==> src/rtl/hermes_pkg.sv <==
// Shared Hermes router types: port indices, tracker phases, control FSM
// states and the XY routing function.
package hermes_pkg;

    localparam int NPORT = 5;

    typedef enum logic [2:0] {
        EAST  = 3'd0,
        WEST  = 3'd1,
        NORTH = 3'd2,
        SOUTH = 3'd3,
        LOCAL = 3'd4
    } port_e;

    typedef enum logic [1:0] {
        PH_HEADER  = 2'd0,
        PH_SIZE    = 2'd1,
        PH_PAYLOAD = 2'd2
    } phase_e;

    typedef enum logic [1:0] {
        ST_IDLE  = 2'd0,
        ST_ROUTE = 2'd1,
        ST_GRANT = 2'd2
    } state_e;

    // X is resolved before Y; coordinates compare as unsigned bytes.
    function automatic port_e xy_route(
        input logic [15:0] here,
        input logic [15:0] target
    );
        port_e dir;
        if (target[15:8] > here[15:8])      dir = EAST;
        else if (target[15:8] < here[15:8]) dir = WEST;
        else if (target[7:0] > here[7:0])   dir = NORTH;
        else if (target[7:0] < here[7:0])   dir = SOUTH;
        else                                dir = LOCAL;
        return dir;
    endfunction

endpackage

==> src/rtl/hermes_rr_arbiter.sv <==
// Five-input request arbiter. With HERMES_RR_ARBITER_EN it is round-robin;
// otherwise fixed priority LOCAL > EAST > WEST > NORTH > SOUTH.
module hermes_rr_arbiter
    import hermes_pkg::*;
(
    input  logic       clk_i,
    input  logic       rst_i,
    input  logic [4:0] req_i,
    input  logic       advance_i,
    output logic [2:0] grant_o,
    output logic       valid_o
);

`ifdef HERMES_RR_ARBITER_EN
    logic [2:0] ptr_q;
    logic [3:0] idx;

    // Search starts one past the last winner, wrapping modulo NPORT.
    always_comb begin
        grant_o = 3'd0;
        valid_o = 1'b0;
        idx     = 4'd0;
        for (int i = 1; i <= NPORT; i++) begin
            idx = {1'b0, ptr_q} + 4'(i);
            if (idx >= 4'(NPORT)) idx = idx - 4'(NPORT);
            if (!valid_o && req_i[idx[2:0]]) begin
                valid_o = 1'b1;
                grant_o = idx[2:0];
            end
        end
    end

    always_ff @(posedge clk_i or posedge rst_i) begin
        if (rst_i) begin
            ptr_q <= LOCAL;
        end else if (advance_i && valid_o) begin
            ptr_q <= grant_o;
        end
    end
`else
    logic unused_rr;
    assign unused_rr = clk_i ^ rst_i ^ advance_i;

    always_comb begin
        valid_o = |req_i;
        if (req_i[LOCAL])      grant_o = LOCAL;
        else if (req_i[EAST])  grant_o = EAST;
        else if (req_i[WEST])  grant_o = WEST;
        else if (req_i[NORTH]) grant_o = NORTH;
        else if (req_i[SOUTH]) grant_o = SOUTH;
        else                   grant_o = 3'd0;
    end
`endif

endmodule

==> src/rtl/hermes_switch_control.sv <==
// Hermes switch control: arbitration, XY routing and per-input packet
// tracking. Define HERMES_RR_ARBITER_EN for round-robin arbitration.
module hermes_switch_control
    import hermes_pkg::*;
#(
    parameter int FLIT_SIZE = 32
) (
    input  logic                   clk_i,
    input  logic                   rst_i,
    input  logic [15:0]            address_i,
    input  logic [4:0]             req_i,
    input  logic [5*FLIT_SIZE-1:0] flit_i,
    input  logic [4:0]             data_av_i,
    input  logic [4:0]             credit_i,
    output logic [4:0]             req_ack_o,
    output logic [4:0]             data_ack_o,
    output logic [14:0]            in_sel_o,
    output logic [4:0]             out_busy_o
);

    state_e               state_q;
    logic [2:0]           sel_q;
    port_e                out_q;
    port_e                route_out;
    logic [2:0]           arb_grant;
    logic                 arb_valid;
    logic [4:0]           conn_valid_q;
    logic [2:0]           conn_q  [NPORT];
    phase_e               phase_q [NPORT];
    logic [FLIT_SIZE-1:0] cnt_q   [NPORT];

    hermes_rr_arbiter u_arb (
        .clk_i     (clk_i),
        .rst_i     (rst_i),
        .req_i     (req_i),
        .advance_i (state_q == ST_IDLE),
        .grant_o   (arb_grant),
        .valid_o   (arb_valid)
    );

    assign route_out = xy_route(address_i,
                                flit_i[int'(sel_q)*FLIT_SIZE +: 16]);

    always_comb begin
        req_ack_o = '0;
        if (state_q == ST_GRANT) req_ack_o[sel_q] = 1'b1;
    end

    always_comb begin
        data_ack_o = '0;
        for (int p = 0; p < NPORT; p++) begin
            data_ack_o[p] = conn_valid_q[p] & data_av_i[p]
                          & credit_i[conn_q[p]];
        end
    end

    always_ff @(posedge clk_i or posedge rst_i) begin
        if (rst_i) begin
            state_q      <= ST_IDLE;
            sel_q        <= '0;
            out_q        <= EAST;
            conn_valid_q <= '0;
            out_busy_o   <= '0;
            in_sel_o     <= '0;
            for (int p = 0; p < NPORT; p++) begin
                conn_q[p]  <= '0;
                phase_q[p] <= PH_HEADER;
                cnt_q[p]   <= '0;
            end
        end else begin
            for (int p = 0; p < NPORT; p++) begin
                if (data_ack_o[p]) begin
                    unique case (phase_q[p])
                        PH_HEADER: phase_q[p] <= PH_SIZE;
                        PH_SIZE: begin
                            phase_q[p] <= PH_PAYLOAD;
                            cnt_q[p]   <= flit_i[p*FLIT_SIZE +: FLIT_SIZE];
                        end
                        PH_PAYLOAD: begin
                            cnt_q[p] <= cnt_q[p] - FLIT_SIZE'(1);
                            // Last payload flit frees the output.
                            if (cnt_q[p] == FLIT_SIZE'(1)) begin
                                conn_valid_q[p]       <= 1'b0;
                                out_busy_o[conn_q[p]] <= 1'b0;
                                phase_q[p]            <= PH_HEADER;
                            end
                        end
                        default: phase_q[p] <= PH_HEADER;
                    endcase
                end
            end

            unique case (state_q)
                ST_IDLE: begin
                    if (arb_valid) begin
                        sel_q   <= arb_grant;
                        state_q <= ST_ROUTE;
                    end
                end
                ST_ROUTE: begin
                    out_q   <= route_out;
                    state_q <= out_busy_o[route_out] ? ST_IDLE : ST_GRANT;
                end
                ST_GRANT: begin
                    out_busy_o[out_q]               <= 1'b1;
                    in_sel_o[3*int'(out_q) +: 3]    <= sel_q;
                    conn_q[sel_q]                   <= out_q;
                    conn_valid_q[sel_q]             <= 1'b1;
                    phase_q[sel_q]                  <= PH_HEADER;
                    state_q                         <= ST_IDLE;
                end
                default: state_q <= ST_IDLE;
            endcase
        end
    end

endmodule

==> config.mk <==
export PLATFORM = sky130hd
export DESIGN_NAME = hermes_switch_control
export DESIGN_NICKNAME = d
export VERILOG_FILES = /design/src/rtl/hermes_pkg.sv /design/src/rtl/hermes_rr_arbiter.sv /design/src/rtl/hermes_switch_control.sv
export SDC_FILE = /design/constraint.sdc
export NUM_CORES = 1
export LEC_CHECK = 0
export BUFFER_PORTS_ARGS = -buffer_cell sky130_fd_sc_hd__buf_2
export CAP_MARGIN = 20
export CORE_ASPECT_RATIO = 1.75
export CORE_MARGIN = 1.5
export CORE_UTILIZATION = 60
export CTS_BUF_LIST = sky130_fd_sc_hd__clkbuf_8
export CTS_CLUSTER_DIAMETER = 80
export CTS_CLUSTER_SIZE = 8
export DETAILED_ROUTE_END_ITERATION = 8
export PLACE_DENSITY = 0.84
export SLEW_MARGIN = 20
export SYNTH_ARGS = -nofsm -noshare
export SYNTH_HDL_FRONTEND = slang
export SYNTH_SLANG_ARGS = --single-unit
==> constraint.sdc <==
create_clock -name clk_i -period 8 [get_ports clk_i]
set_clock_uncertainty 0.05 [all_clocks]
set_input_delay 0.4 -clock clk_i [delete_from_list [all_inputs] [get_ports clk_i]]
set_output_delay 0.4 -clock clk_i [all_outputs]
set_load 0.02 [all_outputs]
Yosys cells after proc, flatten, opt, wreduce, memory -nomap -nowiden
Index checks and enable logic that the tools add are counted.
{ "classes": {"add_sub_neg": 6, "n_mul": 1, "n_div": 0, "magnitude_cmp": 21, "eq_ne": 18, "shift": 3, "n_mux": 98, "n_bitwise": 25, "reduce_logical": 26} }
{ "op_table": {"columns": ["cell", "count"], "rows": [
  ["$pmux 32 s2", 5],
  ["$eq 32x1->1 const B", 5],
  ["$shiftx 160x9->16", 1],
  ["$sub 32x1->32 const B", 5],
  ["$mux 5", 18],
  ["$neg 5->33", 1],
  ["$shift 3x33->15 const A", 1],
  ["$shiftx 3x33->15", 1],
  ["$lt 3x4->1 const B", 8],
  ["$bwmux 15", 2],
  ["$pmux 2 s3", 5],
  ["$mux 1", 28],
  ["$mux 2", 14],
  ["$mux 3", 9],
  ["$and 5x5->5", 5],
  ["$not 5->5", 5],
  ["$demux 1 s3", 7],
  ["$ge 3x1->1 const B", 7],
  ["$bmux 1 s3", 6],
  ["$gt 8x8->1", 2],
  ["$lt 8x8->1", 2],
  ["$eq 2x1->1 const B", 6],
  ["$eq 2x2->1 const B", 6],
  ["$logic_not 2->1", 6],
  ["17 further kinds", 43]
]} }
{ "word_totals": {"reg_bits": 218, "latchBits": 0, "ramBits": 0, "mem_bits_ro": 0, "inputBits": 193, "out_inout_bits": 30, "elab_cells": 219, "memories": 0} }

Depth between registers and ports, before layout
{ "depth": {"depth_word": 27, "depth_mapped": 13, "mapped_depth_nobuf": 11} }

Cells and area by module
Synthesis repeated with hierarchy kept, for this count alone.
{ "hier_totals": {"cells_unflattened": 1792, "area_unflattened_um2": 14305.0} }
{ "by_module_without_submodules": {"columns": ["mod", "instances", "cells_per_inst", "area_each_um2"], "rows": [
  ["hermes_switch_control", 1, 1785, 14256.2],
  ["hermes_rr_arbiter", 1, 7, 48.8]
]} }

Worst setup path after synthesis
OpenSTA, ideal clock, no wires.
{ "synth_path": {"kind": "register to register", "start": "reg sel_q[0]", "end": "reg state_q[1]", "t_arrival_ns": 3.118, "t_required_ns": 7.830, "path_slack_ns": 4.711, "stages_incl_launch_ff": 12, "path_buffers": 3, "cell_sequence": "dfrtp_1 > clkbuf_1 > buf_1 > clkbuf_1 > mux2i_1 > o22ai_1 > ha_1 > nand4_1 > or2_2 > o32ai_1 > mux2i_1 > o211a_1"} }
{ "synth_via": {"elab_chain_len": 10} }
{ "synth_lines": {"columns": ["item", "line", "rtl"], "rows": [
  ["from (decl)", "hermes_switch_control.sv:22", "logic [2:0] sel_q;"],
  ["from (signal assigned)", "hermes_switch_control.sv:96", "sel_q <= arb_grant;"],
  ["$shiftx 160x9->16 *", "hermes_switch_control.sv:42", "flit_i[int'(sel_q)*FLIT_SIZE +: 16]);"],
  ["$lt 8x8->1", "hermes_pkg.sv:36", "else if (target[7:0] < here[7:0]) dir = SOUTH;"],
  ["$mux 3", "hermes_pkg.sv:36", null],
  ["$mux 3", "hermes_pkg.sv:35", "else if (target[7:0] > here[7:0]) dir = NORTH;"],
  ["$mux 3", "hermes_pkg.sv:34", "else if (target[15:8] < here[15:8]) dir = WEST;"],
  ["$mux 3 *", "hermes_pkg.sv:33", "if (target[15:8] > here[15:8]) dir = EAST;"],
  ["$bmux 1 s3 *", "hermes_switch_control.sv:102", "state_q <= out_busy_o[route_out] ? ST_IDLE : ST_GRANT;"],
  ["$mux 1 (not written as such) *", "hermes_switch_control.sv:102", null],
  ["$mux 2 *", "hermes_switch_control.sv:102", null],
  ["$pmux 2 s2 *", "hermes_switch_control.sv:93", "unique case (state_q)"],
  ["to (signal assigned)", "hermes_switch_control.sv:102", null],
  ["to (decl)", "hermes_switch_control.sv:21", "state_e state_q;"]
]} }
Every way passes the cells marked *; elsewhere a longest branch is shown, timed or not. The select of a mux whose other input is x is not followed.
A chain may end at the register's enable or synchronous reset.

Final worst setup path
{ "layout_path": {"start": "reg sel_q[2]", "end": "reg state_q[1]"} }
The elaborated chain is that of the path after synthesis.

==> flow_metrics.py <==
metrics = {
    "placement": {
        "placement.io_buffers": 222,
        "place.gp.congestion": 0.919,
        "hpwlAfterDp_um": 31700,
    },
    "power_and_ir_drop": {
        "p_per_area_nw_per_um2": 320,
        "total_power_mw": 5.10,
        "static-leakage-power_nw": 6.55,
        "max-vdd-ir-drop_mv": 0.212,
    },
    "synthesis": {
        "ys_seq_elements": 218,
        "yosys.cell_types.count": 64,
        "synth-adder-area-share_pct": 3.42,
        "main_combinational_cell_family_by_area_after_synthesis": "compound AO/OA/AOI/OAI gates",
        "number_of_instances_in_the_synthesized_netlist": 1760,
        "post_synth_xor_area_fraction_pct": 0,
        "synth_async_sr_flop_share_pct": 100,
        "fraction_of_the_mapped_netlist_area_in_compound_gates_pct": 26.1,
        "synthesized_area_fraction_occupied_by_and_or_nand_nor_cells_pct": 22.3,
        "syn_area_per_cell_sq_um": 8.10,
        "edff_count_synth": 0,
        "seq_area_frac_synth_pct": 38.3,
        "synth_nets": 1992,
        "ys.warnings.count": 0,
        "synth.area.mux_share_pct": 5.21,
        "synthesis.area_sq_um": 14300,
        "synth-main-ff-cell": "dfrtp_1",
    },
    "route": {
        "vias_per_cell": 6.55,
        "wl_per_instance_um": 19.4,
        "total_wirelength_of_the_detailed_routed_design_um": 43100,
        "postRouteAntennaNets": 0,
        "route.vias.total": 14600,
        "detailed_router_iteration_count_before_antenna_repair": 5,
        "route.detailed.drc": 0,
        "detailedRoute.firstIterationViolations": 1240,
    },
    "setup_path": {
        "timing.reg2reg.worst_path_depth": 10,
        "required_ns": 8.42,
        "critPathKind": "reg -> reg",
        "reg2reg_slack_ns": 4.09,
        "worst_path_fanout_max": 24,
        "timing.critical_path.arrival_ns": 4.33,
        "critPathCaptureType": "flop",
        "cp-start-kind": "flop",
    },
    "clocking": {
        "post_cts_setup_buffer_count": 0,
        "cts_num_sinks": 218,
        "cts_tree": "built",
        "cts.hold.buffers_added": 1,
        "htree_levels": 1,
        "insertion_delay_of_the_later_clocked_pin_in_the_worst_skew_pair_ns": 0.59,
        "clk_root_buffer_cell": "clkbuf_8",
        "clkTransAtPathRegs_ns": 0.06,
        "cts-resized-gates": 0,
        "tritoncts.num_buffers": 31,
        "cts.path.max_buffers": 3,
    },
    "sta": {
        "period_needed_ns": 3.91,
        "worst_slew_pin_slew_ns": 1.15,
        "finalSetupViolations": 0,
        "worst_slew_margin_pct": 23.3,
        "max_freq_ghz": 0.256,
        "final.period_utilization_pct": 48.9,
        "timing.final.max_slew_violations": 0,
        "timing.final.hold_violations": 0,
        "totalNegativeSetupSlack_ns": 0,
        "setup_repair_after_global_routing_missed_its_margin": "no",
    },
    "grt": {
        "grt_start_max_net_pins": 86,
        "grt_util_all_layers_pct": 34.3,
        "grt_first_pass_wirelength_um": 68300,
        "via_count_of_the_first_global_routing_pass": 13600,
        "antenna_violations_before_repair": 3,
        "gr-total-overflow": 0,
    },
    "floorplan": {
        "placementRows": 74,
        "area_of_the_placeable_core_sq_um": 23300,
        "die_height_um": 207,
        "die_w_um": 120,
        "top_level_ports": 223,
        "floorplan.initialDensity_pct": 61.1,
        "die_area_sq_um": 24700,
    },
    "cells_and_area": {
        "nets": 2156,
        "fraction_of_final_layout_cells_with_drive_strength_greater_than_1_pct": 16.5,
        "layout-area-overhead-vs-synth_pct": 11.7,
    },
    "status": {
        "outcome": "finished clean",
    },
    "hold_path": {
        "worstHoldPathCells": 3,
        "worst_hold_path_type": "in -> reg",
    },
    "run": {
        "max_cap_violations": 0,
    },
}
[layout by cell type, fill, tap and decap left out, drive strengths merged, types with 19 or more instances in the layout]
master and count:
nand4 44, o22ai 55, nor4 34, nor3 43
mux2 19, a21oi 263, a2bb2oi 48, or3 27
buf 237, o21ai 170, inv 70, ha 39
clkbuf 31, nand3 71, mux2i 46, dfrtp 218
nand2 166, nand2b 32, nor2 115, o32ai 21
[flip-flops by register name, summed over array words and instances (netlist names)]
signal        flops
out_q             3
in_sel_o         15
conn_q           15
conn_valid_q      5
state_q           2
sel_q             3
cnt_q           160
phase_q          10
out_busy_o        5
[critical path, stage by stage (launching register included)]
cell and delay [ns]:
dfrtp_1 0.90, inv_1 0.22, nor2_1 0.79, a21oi_1 0.17, o22ai_1 0.16, ha_1 0.20
nand4_1 0.18, or2_2 0.36, o32ai_1 0.41, mux2i_1 0.13, o211a_1 0.21
[synthesized netlist by cell type (7+ instances only)]
master	instances	area share (%)
nor3_1	43	1.5
buf_1	9	0.24
o22a_1	8	0.49
inv_1	69	1.8
ha_1	39	3.4
clkbuf_1	95	2.5
nand3b_1	10	0.53
nor4_1	34	1.5
nand2b_1	32	1.4
and3_1	14	0.61
o21ai_0	168	5.9
nor2_1	115	3.0
mux2i_1	46	3.2
or2_2	9	0.39
dfrtp_1	218	38
or3_1	26	1.1
nand4_1	44	1.9
and2_1	8	0.35
mux2_2	19	1.5
a2bb2oi_1	48	2.9
o31ai_1	11	0.58
nand3_1	71	2.5
a31oi_1	7	0.31
nand2_1	166	4.4
o22ai_1	55	2.4
a21oi_1	263	9.2
a21o_1	7	0.37
o32ai_1	21	1.3
or4_1	12	0.63
nand4b_1	9	0.55
[cells by family (layout without fill, tap and decap cells)]
kind of cell             after synthesis  count (layout)
AO/OA/AOI/OAI                        633             633
AND/OR/NAND/NOR                      625             625
other                                  0               1
flip-flops                           218             218
buffers and inverters                177             341
adder cells (fa/ha/maj)               39              39
multiplexers                          68              68
[routing by layer]
metal  share of wire (%)  GRT usage, %  wire length [um]
met2                  48          58.3             20800
met4                 5.6          17.9              2400
met5               0.028             0                12
met1                  38          42.0             16200
met3                 8.6          5.74              3690
[per-stage QoR]
| step | cells | area (sq um) | hold slack (ns) | utilization [%] | worst slack [ns] |
|---|---|---|---|---|---|
| 2_1_floorplan | 1760 | 14300 | 0.399 | - | 1.59 |
| 6_report | 2229 | 15900 | 0.0435 | 68.3 | 4.09 |
| 4_1_cts | 2228 | 15900 | 0.00979 | 68.2 | 4.19 |
| 3_5_place_dp | 2194 | 15500 | 0.424 | 66.3 | 4.21 |
| 5_1_grt | 2228 | 15900 | 0.0658 | 68.2 | 3.87 |
| 3_3_place_gp | 2194 | 15500 | 0.409 | 66.3 | 4.22 |
[where the power goes]
| part | total, mW | internal (mW) | switching [mW] |
|---|---|---|---|
| sequential | 2.19 | 1.58 | 0.611 |
| clock | 0.760 | 0.344 | 0.416 |
| combinational | 2.15 | 0.898 | 1.25 |
| total | 5.10 | 2.82 | 2.27 |
[worst paths after layout]
kind                        startpoint          end
max                           sel_q[2]   state_q[1]
min                        flit_i[113]    cnt_q[49]
max reg2reg                   sel_q[2]   state_q[1]
min reg2reg                in_sel_o[3]  in_sel_o[3]
max in group asynchronous        rst_i     out_q[0]
min in group asynchronous        rst_i    cnt_q[27]
[final cells by class]
cell class	count	area, sq um
Sequential cell	218	5460
Timing Repair Buffer	238	1230
Clock buffer	31	427
Clock inverter	2	12.5
Tap cell	304	380
Antenna cell	1	2.50
Fill cell	2056	7410
Multi-Input combinational cell	1365	8140
Inverter	70	270
(Power assumes the default switching activity.)
